$ cat src/rtl/home_auto_pkg.sv
// Shared types and constants for the keypad code entry path.
// Contents:
//   kp_state_t     entry FSM state (IDLE, COLLECT, SEND)
//   KEY_CLEAR      key code that abandons a partially entered code
//   KEY_DIGIT_MAX  highest key code that counts as a digit
package home_auto_pkg;

    typedef enum logic [1:0] {
        IDLE,
        COLLECT,
        SEND
    } kp_state_t;

    localparam logic [3:0] KEY_CLEAR     = 4'hC;
    localparam logic [3:0] KEY_DIGIT_MAX = 4'h9;

endpackage

$ cat src/rtl/key_debouncer.sv
// Debounces the raw key-down level from the keypad scanner.
// Ports:
//   clk          in   system clock, rising edge
//   rst          in   asynchronous active-low reset
//   key_valid    in   raw key-down level
//   press_pulse  out  one-cycle pulse in the cycle a press is accepted
// A press is accepted in the cycle key_valid has been high for DEBOUNCE_CYC consecutive
// cycles. Another press is not accepted until key_valid has been low for DEBOUNCE_CYC
// consecutive cycles. Shorter highs or lows are ignored.
module key_debouncer #(
    parameter int unsigned DEBOUNCE_CYC = 4
) (
    input  logic clk,
    input  logic rst,
    input  logic key_valid,
    output logic press_pulse
);

    localparam int unsigned CntW = $clog2(DEBOUNCE_CYC + 1);
    localparam logic [CntW-1:0] CntLast = CntW'(DEBOUNCE_CYC - 1);

    // armed_q=1: waiting for a stable high (press); armed_q=0: waiting for a stable low.
    // cnt_q counts earlier consecutive cycles at the level being waited for.
    logic            armed_q, armed_d;
    logic [CntW-1:0] cnt_q, cnt_d;

    always_comb begin
        armed_d     = armed_q;
        cnt_d       = cnt_q;
        press_pulse = 1'b0;
        if (key_valid == armed_q) begin
            if (cnt_q == CntLast) begin
                armed_d     = ~armed_q;
                cnt_d       = '0;
                press_pulse = armed_q;
            end else begin
                cnt_d = cnt_q + 1'b1;
            end
        end else begin
            cnt_d = '0;
        end
    end

    always_ff @(posedge clk or negedge rst) begin
        if (!rst) begin
            armed_q <= 1'b1;
            cnt_q   <= '0;
        end else begin
            armed_q <= armed_d;
            cnt_q   <= cnt_d;
        end
    end

endmodule

$ cat src/rtl/keypad_code_transmitter.sv
// Turns debounced keypad presses into a complete DIGITS-digit access code and hands it
// to the lock-decision logic with a valid/ready handshake.
// Ports:
//   clk          in   system clock, rising edge
//   rst          in   asynchronous active-low reset
//   key_valid    in   raw key-down level from the scanner
//   key_value    in   key code: 0x0-0x9 digit, 0xC clear, others ignored
//   code_data    out  assembled code, first digit in the most significant nibble
//   code_valid   out  code_data holds a complete code
//   code_ready   in   downstream accepts; transfer on code_valid && code_ready
//   entry_busy   out  high while collecting or sending
//   timeout_err  out  one-cycle pulse when an entry is abandoned for inactivity
module keypad_code_transmitter
    import home_auto_pkg::*;
#(
    parameter int unsigned DIGITS       = 4,
    parameter int unsigned DEBOUNCE_CYC = 4,
    parameter int unsigned TIMEOUT_CYC  = 1000
) (
    input  logic                  clk,
    input  logic                  rst,
    input  logic                  key_valid,
    input  logic [3:0]            key_value,
    output logic [DIGITS*4-1:0]   code_data,
    output logic                  code_valid,
    input  logic                  code_ready,
    output logic                  entry_busy,
    output logic                  timeout_err
);

    localparam int unsigned W     = DIGITS * 4;
    localparam int unsigned CntW  = $clog2(DIGITS + 1);
    localparam int unsigned IdleW = $clog2(TIMEOUT_CYC + 1);

    localparam logic [CntW-1:0]  DigitsFull = CntW'(DIGITS);
    localparam logic [CntW-1:0]  FirstCnt   = CntW'(1);
    localparam logic [IdleW-1:0] IdleLast   = IdleW'(TIMEOUT_CYC - 1);
    localparam logic [IdleW-1:0] IdleMax    = IdleW'(TIMEOUT_CYC);

    kp_state_t        state_q, state_d;
    logic [W-1:0]     code_q, code_d;
    logic             valid_q, valid_d;
    logic             busy_q, busy_d;
    logic             timeout_q, timeout_d;
    logic [CntW-1:0]  digit_cnt_q, digit_cnt_d;
    logic [IdleW-1:0] idle_cnt_q, idle_cnt_d;

    logic             press_pulse;
    logic             is_digit;
    logic             is_clear;
    logic [W-1:0]     shifted;
    logic [CntW-1:0]  cnt_inc;

    key_debouncer #(
        .DEBOUNCE_CYC (DEBOUNCE_CYC)
    ) u_key_debouncer (
        .clk         (clk),
        .rst         (rst),
        .key_valid   (key_valid),
        .press_pulse (press_pulse)
    );

    // key_value is taken in the same cycle the debouncer accepts the press.
    assign is_digit = press_pulse && (key_value <= KEY_DIGIT_MAX);
    assign is_clear = press_pulse && (key_value == KEY_CLEAR);
    assign shifted  = (code_q << 4) | W'(key_value);
    assign cnt_inc  = digit_cnt_q + 1'b1;

    always_comb begin
        state_d     = state_q;
        code_d      = code_q;
        valid_d     = valid_q;
        digit_cnt_d = digit_cnt_q;
        idle_cnt_d  = idle_cnt_q;
        timeout_d   = 1'b0;

        unique case (state_q)
            IDLE: begin
                if (is_digit) begin
                    code_d      = W'(key_value);
                    digit_cnt_d = FirstCnt;
                    idle_cnt_d  = '0;
                    if (FirstCnt == DigitsFull) begin
                        state_d = SEND;
                        valid_d = 1'b1;
                    end else begin
                        state_d = COLLECT;
                    end
                end
            end

            COLLECT: begin
                // Priority: digit, then clear, then timeout.
                if (is_digit) begin
                    code_d      = shifted;
                    digit_cnt_d = cnt_inc;
                    idle_cnt_d  = '0;
                    if (cnt_inc == DigitsFull) begin
                        state_d = SEND;
                        valid_d = 1'b1;
                    end
                end else if (is_clear) begin
                    code_d      = '0;
                    digit_cnt_d = '0;
                    idle_cnt_d  = '0;
                    state_d     = IDLE;
                end else if (idle_cnt_q == IdleLast) begin
                    code_d      = '0;
                    digit_cnt_d = '0;
                    idle_cnt_d  = '0;
                    timeout_d   = 1'b1;
                    state_d     = IDLE;
                end else if (idle_cnt_q != IdleMax) begin
                    idle_cnt_d = idle_cnt_q + 1'b1;
                end
            end

            SEND: begin
                // Keys are ignored and the code is held until the handshake completes.
                if (code_ready) begin
                    code_d      = '0;
                    valid_d     = 1'b0;
                    digit_cnt_d = '0;
                    idle_cnt_d  = '0;
                    state_d     = IDLE;
                end
            end

            default: begin
                code_d      = '0;
                valid_d     = 1'b0;
                digit_cnt_d = '0;
                idle_cnt_d  = '0;
                state_d     = IDLE;
            end
        endcase

        busy_d = (state_d != IDLE);
    end

    always_ff @(posedge clk or negedge rst) begin
        if (!rst) begin
            state_q     <= IDLE;
            code_q      <= '0;
            valid_q     <= 1'b0;
            busy_q      <= 1'b0;
            timeout_q   <= 1'b0;
            digit_cnt_q <= '0;
            idle_cnt_q  <= '0;
        end else begin
            state_q     <= state_d;
            code_q      <= code_d;
            valid_q     <= valid_d;
            busy_q      <= busy_d;
            timeout_q   <= timeout_d;
            digit_cnt_q <= digit_cnt_d;
            idle_cnt_q  <= idle_cnt_d;
        end
    end

    assign code_data   = code_q;
    assign code_valid  = valid_q;
    assign entry_busy  = busy_q;
    assign timeout_err = timeout_q;

endmodule

$ cat config.mk
export PLATFORM = sky130hd
export DESIGN_NAME = keypad_code_transmitter
export DESIGN_NICKNAME = d
export VERILOG_FILES = /design/src/rtl/home_auto_pkg.sv /design/src/rtl/key_debouncer.sv /design/src/rtl/keypad_code_transmitter.sv
export SDC_FILE = /design/constraint.sdc
export NUM_CORES = 1
export LEC_CHECK = 0
export CAP_MARGIN = 20
export CORE_ASPECT_RATIO = 1.2
export CORE_MARGIN = 5
export CORE_UTILIZATION = 50
export DETAILED_ROUTE_END_ITERATION = 16
export PLACE_DENSITY = 0.74
export SLEW_MARGIN = 20
export SYNTH_ARGS = -nofsm -noshare
export SYNTH_HDL_FRONTEND = slang
export SYNTH_SLANG_ARGS = --single-unit
$ cat constraint.sdc
create_clock -name clk -period 5.2 [get_ports clk]
set_input_delay 1.04 -clock clk [delete_from_list [all_inputs] [get_ports clk]]
set_output_delay 1.04 -clock clk [all_outputs]
set_load 0.02 [all_outputs]
======== Word-level counts from Yosys, hierarchy flattened ========
Cells that the tools add are included.
W data, S select, Z words.
word-level totals
  memories ................................ 0
  input bits .............................. 8
  bits in read-only memories .............. 0
  output and inout port bits .............. 19
  bits in writable memories ............... 0
  bits in registers ....................... 38
  latch bits .............................. 0
cells by class
  multiplexer cells ....................... 38
  shifts and indexed selects .............. 0
  reductions and logical operators ........ 8
  bitwise logic cells ..................... 3
  div/mod/pow operators ................... 0
  $mul .................................... 0
  add/sub/neg operators ................... 3
  equality and inequality tests ........... 14
  order comparisons ....................... 1
operator list
  cell                     number
  $mux W16                 5
  $mux W10                 6
  $pmux W16 S3             1
  $pmux W10 S3             1
  $mux W3                  7
  $or A16 B4 Y16           1
  $mux W2                  6
  $add A10 B1 Y10 const B  1
  $eq A10 B10 Y1 const B   1
  $ne A10 B10 Y1 const B   1
  $mux W1                  9
  $pmux W3 S3              1
  $ne A2 B2 Y1 const B     4
  $add A3 B1 Y3 const B    2
  $pmux W2 S3              1
  $reduce_and A3 Y1        2
  $ne A5 B5 Y1 const B     1
  $eq A4 B4 Y1 const B     1
  $le A4 B4 Y1 const B     1
  $ne A4 B4 Y1 const B     1
  $reduce_and A4 Y1        1
  $eq A3 B2 Y1 const B     1
  $eq A3 B3 Y1 const B     1
  $pmux W1 S3              1
  other kinds (8)          10

======== Longest topological paths before layout ========
  depth in word-level cells ............... 8
  depth in mapped cells ................... 8
  mapped depth without buffers ............ 7

======== Cells and area by module ========
Synthesis repeated with hierarchy kept, for this count alone.
second synthesis, totals
  cell total of the unflattened synthesis .. 165
  area, all modules ....................... 1858.0 µm²
by module, submodules not included
  module                   area an instance (µm²)  cells an instance  times used
  keypad_code_transmitter  1689.1                  152                1
  key_debouncer            168.9                   13                 1

======== Worst setup path after synthesis ========
Ideal clock, no wire load.
  path type ............................... input to register
  start ................................... input key_valid
  end ..................................... register idle_cnt_q[3]
  arrival ................................. 2.274 ns
  setup slack ............................. 2.835 ns
  cell stages on the path ................. 6
  setup time .............................. 0.092 ns
  cell sequence ........................... and4b_4 o22a_4 or2_4 or2_1 buf_6 o31ai_2
between the ends
  word-level cells in the longest chain between the ends .. 6
ends and longest elaborated chain
  what                  line                            text
  from (decl)           keypad_code_transmitter.sv:22   input logic key_valid,
  $eq A1 B1 Y1 *        key_debouncer.sv:31             if (key_valid == armed_q) begin
  $mux W1 *             key_debouncer.sv:31
  $logic_and A1 B1 Y1   keypad_code_transmitter.sv:65   assign is_clear = press_pulse && (key_value == KEY_CLEAR);
  $mux W10              keypad_code_transmitter.sv:102  end else if (is_clear) begin
  $mux W10              keypad_code_transmitter.sv:94   if (is_digit) begin
  $pmux W10 S3          keypad_code_transmitter.sv:77   unique case (state_q)
  to (signal assigned)  keypad_code_transmitter.sv:157  idle_cnt_q <= idle_cnt_d;
  to (decl)             keypad_code_transmitter.sv:46   logic [IdleW-1:0] idle_cnt_q, idle_cnt_d;
Every way passes the cells marked *; elsewhere a longest branch is shown, timed or not.
A chain may end at the register's enable or synchronous reset.

======== Worst setup path after layout ========
  start ................................... input key_value[1]
  end ..................................... register digit_cnt_q[2]
between the ends
  word-level cells in the longest chain between the ends .. 5
ends and longest elaborated chain
  what                                                                  line                            text
  from (decl)                                                           keypad_code_transmitter.sv:23   input logic [3:0] key_value,
  parallel branches: the longest is 5 deep, another holds $le A4 B4 Y1  n/a
  to (signal assigned)                                                  keypad_code_transmitter.sv:156  digit_cnt_q <= digit_cnt_d;
  to (decl)                                                             keypad_code_transmitter.sv:45   logic [CntW-1:0] digit_cnt_q, digit_cnt_d;
Parallel ways; which one is timed is not known.

==> reports/qor.csv <==
stage,metric,value,unit
setup_path,crit-path most repeated cell,nand2_1,
logic_synthesis,"area fraction in and, or, nand and nor cells after synthesis",17.4,%
logic_synthesis,adder-cell share of the synthesized area,3.39,%
die,Initial Utilization,51.1,%
die,Rows,24,
timing,Final Max Slew Viols,0,
timing,RSZ-0062 raised after global routing,false,
logic_synthesis,syn_area_per_cell,10.8,µm²
setup_path,Max stage delay on crit path,730,ps
cells_and_area,Layout area overhead,19.9,%
clocking,CTS tree,yes,
logic_synthesis,Post-synth EDFFs,0,
logic_synthesis,Synth top area share,50.2,%
route,DR DRC count,0,
power,Sw Ratio,33.8,%
logic_synthesis,Post-Syn Nets,183,
placement,Routability Congestion,0.808,
timing,Worst-Margin Slew,873,ps
route,DRT iter0 DRCs,83,
logic_synthesis,Cell variety after synth,48,
setup_path,CP cell instances,clkdlybuf4s50_1 -> o21ai_0 -> nand2_1 -> nor2_1 -> nand2_1 -> o21ai_1,
power,P_sw,0.281,mW
worst_hold_path,Hold Path Class,reg2reg,
die,Die ar.,5000,µm²
logic_synthesis,multiplexer area fraction after synthesis,0,%
logic_synthesis,cell with the most instances after synthesis,dfrtp_1,
clocking,clk buf depth,2,
setup_path,Crit Path Class,in2reg,
setup_path,Critical path buffers and inverters,1,
flow_run,max-capacitance violation count,0,
logic_synthesis,Yosys Warn Count,0,
logic_synthesis,Area contributors post-synth,"dfrtp_1 (50%), a22o_1 (6.2%), nand2_1 (3.9%), ha_1 (3.4%), o21ai_0 (2.7%)",
global_route,GRT overflow,0,
placement,# port buffers,26,
timing,Worst Skew,14.0,ps
global_route,Total Routing Usage GR,16.8,%
logic_synthesis,post-synthesis async set-or-reset flop share,100,%
logic_synthesis,register area share after synthesis,51.7,%
die,DIE WIDTH,65.4,µm
cells_and_area,share of layout cells above drive strength 1,13.1,%
power,clock share of power,24.7,%
setup_path,WP data required,5420,ps
die,I/O pin cnt,27,
timing,crit path time final,2820,ps
clocking,clk_lat worst skew,290,ps
setup_path,worst path arrival time,3040,ps
power,Flop pwr share,48.7,%
placement,DP Worst Slack,2110,ps
timing,max_slew headroom,41.6,%
cells_and_area,Inserted Diodes,0,
logic_synthesis,xor and xnor area share after synthesis,1.43,%
placement,post-DP HPWL,2.71,mm
clocking,clk sink count,38,
timing,Setup WS post-layout,2380,ps
route,Vias/cell,5.87,
setup_path,crit start category,input pin,
global_route,global-route wire length before repair,6.58,mm
clocking,CTS root buf,clkbuf_8,
global_route,largest net degree at the start of global routing,39,
route,"antenna viol nets, final",0,
setup_path,slowest CP cell,nor2_1,
timing,"Setup violations, final",0,
clocking,setup bufs post-CTS,0,
logic_synthesis,Netlist Area Pre-Place,1840,µm²
logic_synthesis,"top cells by count, synth","dfrtp_1 (37), nand2_1 (19), a22o_1 (13), inv_1 (10), o21ai_0 (10)",
die,die height,76.5,µm
power,VDD IR max,0.000180,V
power,overall power,0.833,mW
timing,Max Freq,355,MHz
clocking,htree depth,2,
logic_synthesis,largest family of logic cells by synthesized area,compound AO/OA/AOI/OAI gates,
global_route,initial antenna violation count,0,
setup_path,"delay-heaviest family, CP",simple AND/OR/NAND/NOR gates,
setup_path,Setup crit end kind,flop,
timing,Final Hold Vio Count,0,
route,Routed WL per cell,15.9,µm
setup_path,slack of the worst reg-to-reg path,3030,ps
route,DR pass1 iterations,4,
logic_synthesis,Post-Synthesis Cells,170,
setup_path,crit-path max FO,14,
power,Comb power frac,26.5,%
timing,Setup TNS,0,ps
global_route,vias in the first global route,1416,
clocking,Clock transition at path regs,80,ps
logic_synthesis,"flops & latches, synth",38,
route,Post-Route WL,3.78,mm
power,Int Pwr,0.552,mW
run_status,run status,completed,
logic_synthesis,Compound-Gate Fraction of Synth Area,21.9,%
power,P per Cell Area,377,nW/µm²
logic_synthesis,Yosys top cell by area,dfrtp_1,
cells_and_area,fin nets,211,
clocking,Inserted Clock Buffers,5,
clocking,hold buffers post-CTS,0,
cells_and_area,final core utilization,61.3,%
timing,Tcrit/Tclk final,54.2,%
die,core region area,3600,µm²
power,leakage,1.01,nW
logic_synthesis,ys flop type,dfrtp_1,
clocking,Resized cells post-CTS,0,
route,routed vias,1396,
==> placed cells by master (no fill, tap or decap), types with 2 or more instances in the layout <==
| cell | n |
|---|---|
| a21o_1 | 2 |
| or2_2 | 2 |
| nor3b_1 | 3 |
| o21ai_1 | 3 |
| nand2b_1 | 2 |
| nor2_1 | 5 |
| nand3_1 | 3 |
| o31ai_1 | 2 |
| a21oi_1 | 4 |
| nand2_1 | 19 |
| nand3b_1 | 2 |
| xor2_1 | 2 |
| o21ai_2 | 2 |
| o41ai_1 | 4 |
| clkbuf_8 | 6 |
| a22o_1 | 13 |
| o41ai_2 | 2 |
| o22ai_1 | 2 |
| and3_1 | 2 |
| ha_1 | 5 |
| o21ai_0 | 10 |
| dfrtp_1 | 37 |
| clkdlybuf4s50_1 | 26 |
| inv_1 | 10 |
| nor3_1 | 6 |
==> metrics by stage <==
| stage | cells | hold slack, ps | area (µm²) |
|---|---|---|---|
| after floorplan | 170 | 419 | 1840 |
| after CTS | 238 | 449 | 2210 |
| after global placement | 230 | 430 | 2120 |
| final | 238 | 447 | 2210 |
| after detailed placement | 230 | 439 | 2120 |
| after global routing | 238 | 467 | 2210 |
==> final cells by class <==
| type | count | area, µm² |
|---|---|---|
| fillers | 310 | 1390 |
| flip-flops and latches | 38 | 952 |
| multi-input cells | 116 | 812 |
| repair buffers | 27 | 268 |
| clock buffers | 7 | 86.3 |
| well taps | 39 | 48.8 |
| inverters | 10 | 37.5 |
| clock inverters | 1 | 5.00 |
==> routing by layer <==
layer,routed length (µm),track usage [%],up-vias
li1,-,-,675
met1,1650,20.4,688
met2,1920,27.1,25
met3,142,4.87,8
met4,80,7.88,0
met5,0,0,-
==> sequential cells by signal (all words and copies together) (netlist names) <==
name / flops
code_data: 16
code_valid: 1
digit_cnt_q: 3
entry_busy: 1
idle_cnt_q: 10
state_q: 2
timeout_err: 1
u_key_debouncer.armed_q: 1
u_key_debouncer.cnt_q: 3
==> final timing paths <==
path	startpoint	depth (start not counted)	endpoint
setup / recovery	key_value[1]	6	digit_cnt_q[2]
hold / removal	u_key_debouncer.cnt_q[0]	1	u_key_debouncer.cnt_q[0]
setup reg to reg	u_key_debouncer.cnt_q[0]	6	idle_cnt_q[7]
hold reg to reg	u_key_debouncer.cnt_q[0]	1	u_key_debouncer.cnt_q[0]
max in group asynchronous	rst	2	u_key_debouncer.armed_q
min in group asynchronous	rst	2	code_data[9]
==> cell families (layout without fill, tap and decap cells) <==
logic type	count (synthesis)	after routing
AOI/OAI and AO/OA	51	51
xor gates and xnor gates	3	3
adders and majority gates	5	5
buffers and inverters	16	45
DFF	38	38
and+or+nand+nor	57	57
==> power groups by stage <==
stage,Sequential (mW),Combinational (mW),Clock (mW)
2_1_floorplan,0.403,0.171,0
3_3_place_gp,0.408,0.213,0
3_5_place_dp,0.410,0.222,0
4_1_cts,0.405,0.223,0.213
5_1_grt,0.415,0.247,0.229
6_report,0.406,0.221,0.206
Note: power is estimated with default switching activity, not from simulation.
